--- src/rtl/branch_pred_ctrl.sv ---
// Branch predictor (2-bit saturating BHT) with misprediction flush/redirect sequencing
// and branch/mispredict statistics counters.
module branch_pred_ctrl #(
  parameter int unsigned BITS      = 32,
  parameter int unsigned BHT_IDX_W = 6,
  parameter int unsigned CNT_W     = 16
) (
  input  logic             clk,
  input  logic             rst,
  input  logic [BITS-1:0]  IF_PC,
  input  logic             IF_IS_BRANCH,
  output logic             PRED_TAKEN,
  input  logic             EX_VALID,
  input  logic             EX_IS_BRANCH,
  input  logic [BITS-1:0]  EX_PC,
  input  logic             EX_PRED_TAKEN,
  input  logic             EX_BRANCH,
  input  logic [BITS-1:0]  EX_TARGET,
  input  logic             STALL,
  output logic             FLUSH,
  output logic             REDIRECT_VALID,
  output logic [BITS-1:0]  REDIRECT_PC,
  output logic [CNT_W-1:0] BR_CNT,
  output logic [CNT_W-1:0] MISPRED_CNT
);

  localparam int unsigned BHT_DEPTH = 1 << BHT_IDX_W;

  typedef enum logic [1:0] {
    IDLE    = 2'd0,
    RECOVER = 2'd1,
    DRAIN   = 2'd2
  } state_t;

  state_t                 state_q;
  state_t                 state_d;
  logic                   flush_d;
  logic                   redirect_valid_d;
  logic                   res;
  logic                   mis;
  logic [BITS-1:0]        fix_pc;
  logic [1:0]             bht_q [BHT_DEPTH];
  logic [BHT_IDX_W-1:0]   if_idx;
  logic [BHT_IDX_W-1:0]   ex_idx;
  logic                   unused_if_pc;

  assign if_idx       = IF_PC[BHT_IDX_W+1:2];
  assign ex_idx       = EX_PC[BHT_IDX_W+1:2];
  assign unused_if_pc = ^{IF_PC[BITS-1:BHT_IDX_W+2], IF_PC[1:0]};

  // Lookup reads registered table state only, so a same-cycle update is not visible.
  assign PRED_TAKEN = IF_IS_BRANCH & bht_q[if_idx][1];

  // Next-state and registered-output decode.
  always_comb begin
    state_d          = state_q;
    res              = 1'b0;
    mis              = 1'b0;
    fix_pc           = EX_BRANCH ? EX_TARGET : EX_PC + BITS'(4);
    unique case (state_q)
      IDLE: begin
        res = EX_VALID & EX_IS_BRANCH & ~STALL;
        mis = res & (EX_BRANCH != EX_PRED_TAKEN);
        if (mis) begin
          state_d = RECOVER;
        end
      end
      RECOVER: state_d = DRAIN;
      DRAIN:   state_d = IDLE;
      default: state_d = IDLE;
    endcase
    flush_d          = (state_d != IDLE);
    redirect_valid_d = (state_d == RECOVER);
  end

  // State, recovery outputs and statistics.
  always_ff @(posedge clk) begin
    if (rst) begin
      state_q        <= IDLE;
      FLUSH          <= 1'b0;
      REDIRECT_VALID <= 1'b0;
      REDIRECT_PC    <= '0;
      BR_CNT         <= '0;
      MISPRED_CNT    <= '0;
    end else begin
      state_q        <= state_d;
      FLUSH          <= flush_d;
      REDIRECT_VALID <= redirect_valid_d;
      if (mis) begin
        REDIRECT_PC <= fix_pc;
      end
      if (res && !(&BR_CNT)) begin
        BR_CNT <= BR_CNT + CNT_W'(1);
      end
      if (mis && !(&MISPRED_CNT)) begin
        MISPRED_CNT <= MISPRED_CNT + CNT_W'(1);
      end
    end
  end

  // Saturating 2-bit counter update at the resolving branch's index.
  always_ff @(posedge clk) begin
    if (rst) begin
      for (int i = 0; i < BHT_DEPTH; i++) begin
        bht_q[i] <= 2'b01;
      end
    end else if (res) begin
      if (EX_BRANCH && (bht_q[ex_idx] != 2'b11)) begin
        bht_q[ex_idx] <= bht_q[ex_idx] + 2'd1;
      end else if (!EX_BRANCH && (bht_q[ex_idx] != 2'b00)) begin
        bht_q[ex_idx] <= bht_q[ex_idx] - 2'd1;
      end
    end
  end

endmodule
--- config.mk ---
export PLATFORM = sky130hd
export DESIGN_NAME = branch_pred_ctrl
export DESIGN_NICKNAME = d
export VERILOG_FILES = /design/src/rtl/branch_pred_ctrl.sv
export SDC_FILE = /design/constraint.sdc
export NUM_CORES = 1
export LEC_CHECK = 0
export ABC_AREA = 1
export CORE_ASPECT_RATIO = 1.2
export CORE_UTILIZATION = 50
export DETAILED_ROUTE_END_ITERATION = 6
export PLACE_DENSITY_LB_ADDON = 0.25
export SKIP_CTS_REPAIR_TIMING = 1
export SLEW_MARGIN = 5
export SYNTH_ARGS = -nofsm -noshare
export SYNTH_HDL_FRONTEND = slang
export SYNTH_SLANG_ARGS = --single-unit
--- constraint.sdc ---
create_clock -name clk -period 2.44 [get_ports clk]
set_input_delay 0.488 -clock clk [delete_from_list [all_inputs] [get_ports clk]]
set_output_delay 0.488 -clock clk [all_outputs]
set_load 0.02 [all_outputs]
==> results.py <==
metrics = {
    "die": {
        "fp.dieW_microns": 139,
        "floorplan.die.height_microns": 166,
        "core_area_sq_um": 21900,
        "number_of_core_rows": 59,
        "number_of_i_o_pins": 171,
        "starting_density_of_the_core": 0.513,
        "die_area_sq_um": 23000,
    },
    "final_layout": {
        "antenna_cells_inserted": 0,
        "area_used_by_multi_input_combinational_logic_sq_um": 5490,
        "num-nets-final": 1925,
        "drive_above_1_share": 0.163,
        "filler_cell_count": 1837,
        "layout.core_utilization": 0.688,
        "synthToLayoutAreaGrowth_pct": 34.1,
        "register_area_sq_um": 5200,
    },
    "drt": {
        "route.layer.met1.wl_mm": 14.0,
        "drt_first_pass_iters": 7,
        "remaining_drc_errors": 1,
        "routed_wl_met3_mm": 3.52,
        "wire_per_inst_microns": 17.3,
        "met2RoutedLength_mm": 17.5,
        "postRouteWirelength_mm": 36.4,
        "detail-route-antenna-nets": 0,
        "highest-signal-layer": "met5",
        "mean_number_of_vias_per_cell": 5.56,
        "initialDrtViolationCount": 1007,
        "dr_total_vias": 11700,
    },
    "synthesis": {
        "yosys-top-cells-area": "edfxtp_1 (34%), nand2_1 (19%), dfxtp_1 (12%), nor2_1 (7.9%), nand3_1 (5.2%)",
        "synth_xor_area_frac": 0.00938,
        "synth_enable_flop_cells": 128,
        "ys_types": 35,
        "mappedNetlistArea_sq_um": 11200,
        "top_cell_types_by_occurrence_after_synthesis": "nand2_1 (567), nor2_1 (236), edfxtp_1 (128)",
        "synthesis.yosys.warnings": 0,
        "synth.mux.area_fraction": 0,
        "synth.avg_cell_area_sq_um": 7.05,
        "synth_seq_cells": 196,
        "ys.flop_type": "edfxtp_1",
        "synth.net_count": 1696,
        "postSynthCellCount": 1589,
        "synthSimpleGateAreaFrac": 0.359,
        "synth_seq_area_share": 0.465,
        "synth_largest_area_cell": "edfxtp_1",
        "ys_async_sr_fraction": 0,
        "synth_compound_gate_area_share": 0.0952,
        "dominant_combinational_cell_family_by_area_after_synthesis": "simple AND/OR/NAND/NOR gates",
        "synth_largest_type_area_fraction": 0.343,
        "synth.most_common_cell": "nand2_1",
        "yosys.area_share.adder": 0.00335,
    },
    "global_route": {
        "grt_pass1_vias": 10600,
        "grt_start_max_net_pins": 104,
        "first_pass_grt_wire_length_mm": 54.5,
        "initial_antenna_violation_count": 1,
        "global_route.overflow_total": 0,
        "combined_global_route_utilization_of_all_metal_layers": 0.301,
    },
    "power": {
        "worst_ir_drop_vdd_mv": 0.552,
        "p_per_area_nw_per_um2": 516,
        "internal_power_w": 0.00558,
        "net-switching-power_w": 0.00217,
        "static-leakage-power_nw": 6.11,
        "p_sw_frac": 0.280,
        "pwr-share-clk": 0.356,
        "combPwrFrac": 0.176,
        "seq_power_share": 0.469,
    },
    "timing": {
        "final-max-slew-violation-count": 0,
        "finalHoldViolCount": 0,
        "unrepaired_setup_endpoints_after_global_routing": "true",
        "finalCritPeriodShare": 0.977,
        "timing.fmax_mhz": 420,
        "worst_pin_slew_ps": 579,
        "fin_worst_skew_ps": 16.0,
        "period_needed_ps": 2380,
        "timing.setup.tns_ps": 0,
        "timing.slew.headroom": 0.613,
        "final-setup-viol-count": 0,
    },
    "setup_path": {
        "cp_max_fo": 8,
        "setup.worst_path.start_class": "input pin",
        "end_kind": "flip-flop",
        "crit_arrival_ps": 2540,
        "critical_path_class": "input pin to flip-flop",
        "timing.critical_path.required_ps": 2590,
    },
    "clock_tree": {
        "cts_htree_levels": 4,
        "clock_root_buffer": "clkbuf_16",
        "clock_insertion_delay_worst_skew_ps": 450,
        "cts_tree": "yes",
        "cts_sinks": 196,
        "clkSlewWorstSetupHoldPaths_ps": 70,
        "clock_path_buffers": 2,
        "inserted_clock_buffers": 17,
    },
    "flow_run": {
        "maxCapViolations": 0,
    },
    "placed_design": {
        "place.port_buffers": 144,
        "gp_congestion": 0.932,
        "post-dp-hpwl_mm": 24.7,
    },
    "min_path": {
        "hp-class": "flip-flop to flip-flop",
    },
    "outcome": {
        "failing_checks": "DRC",
        "outcome": "complete, but fails checks",
    },
}
-- power by group through the flow --
stage	Combinational, W	Clock (W)	Sequential, W
floorplan	0.000617	0	0.00371
global placement	0.00122	0	0.00371
detailed placement	0.00123	0	0.00371
CTS	0.00123	0.00278	0.00363
global route	0.00147	0.00290	0.00364
finish	0.00136	0.00276	0.00363
-- worst paths after layout --
kind	start	slack [ps]	to	cells past startpoint
worst max register to register	bht_q[24][1]$_SDFFCE_PN0P_	60	bht_q[36][0]$_SDFFCE_PN1P_	14
worst min register to register	REDIRECT_PC[28]$_SDFFE_PP0P_	470	REDIRECT_PC[28]$_SDFFE_PP0P_	2
worst min-delay path	REDIRECT_PC[28]$_SDFFE_PP0P_	470	REDIRECT_PC[28]$_SDFFE_PP0P_	2
worst max-delay path	EX_PC[5]	60	bht_q[36][0]$_SDFFCE_PN1P_	15
-- sequential cells by signal (all words and copies together), names as in the netlist --
name,cells
bht_q,128
REDIRECT_PC,32
BR_CNT,16
MISPRED_CNT,16
state_q,2
FLUSH,1
REDIRECT_VALID,1
-- cell usage in the layout (no fill, tap or decap), types with 7 or more instances in the layout --
cell type and count:
nand2_1 479, nor2_1 229, clkdlybuf4s50_1 138, edfxtp_1 128
nand3_1 117, buf_4 113, inv_1 96, nand2_2 85
o21ai_0 76, a21oi_1 76, dfxtp_1 68, nor3_1 29
clkbuf_16 27, buf_12 16, nand4_1 15, o21ai_1 14
o211ai_1 11, buf_6 10, or2_2 8, nor2_2 7
-- logic make-up after synthesis --
family / Yosys count
fa+ha+maj: 3
xor+xnor: 12
buf+inv: 190
compound gates: 198
simple gates: 990
flops: 196
-- layout make-up --
class                      instances  area share
multi-input combinational       1203       0.365
sequential                       196       0.346
timing repair buffer             296       0.201
clock buffer                      21      0.0307
inverter                         104      0.0267
tap                              274      0.0228
clock inverter                    11     0.00691
-- through the flow --
| step | setup slack, ps | power (W) | instances | hold slack [ps] | area, sq um |
|---|---|---|---|---|---|
| 2_1_floorplan | 59.9 | 0.00433 | 1589 | 439 | 11200 |
| 3_3_place_gp | -730 | 0.00492 | 2050 | 452 | 13800 |
| 3_5_place_dp | -744 | 0.00494 | 2050 | 458 | 13800 |
| 4_1_cts | -750 | 0.00765 | 2082 | 472 | 14300 |
| 5_1_grt | -52.3 | 0.00801 | 2105 | 490 | 15000 |
| 6_report | 56.7 | 0.00775 | 2105 | 468 | 15000 |
-- layer usage --
layer	vias up	GRT usage
met4	2	0.111
met3	100	0.0695
met5	-	0
li1	5659	-
met1	5369	0.370
met2	578	0.515
-- critical path: stages --
cell,delay (ps)
clkdlybuf4s50_1,530
buf_4,170
nor3_1,60
buf_4,140
o21ai_1,70
nand2_1,70
nor2_2,140
nand2_2,90
nand2_2,90
nand2_2,70
nand2_4,100
buf_12,150
clkbuf_16,180
nand2_2,60
nand2_1,100
(Power assumes the default switching activity.)
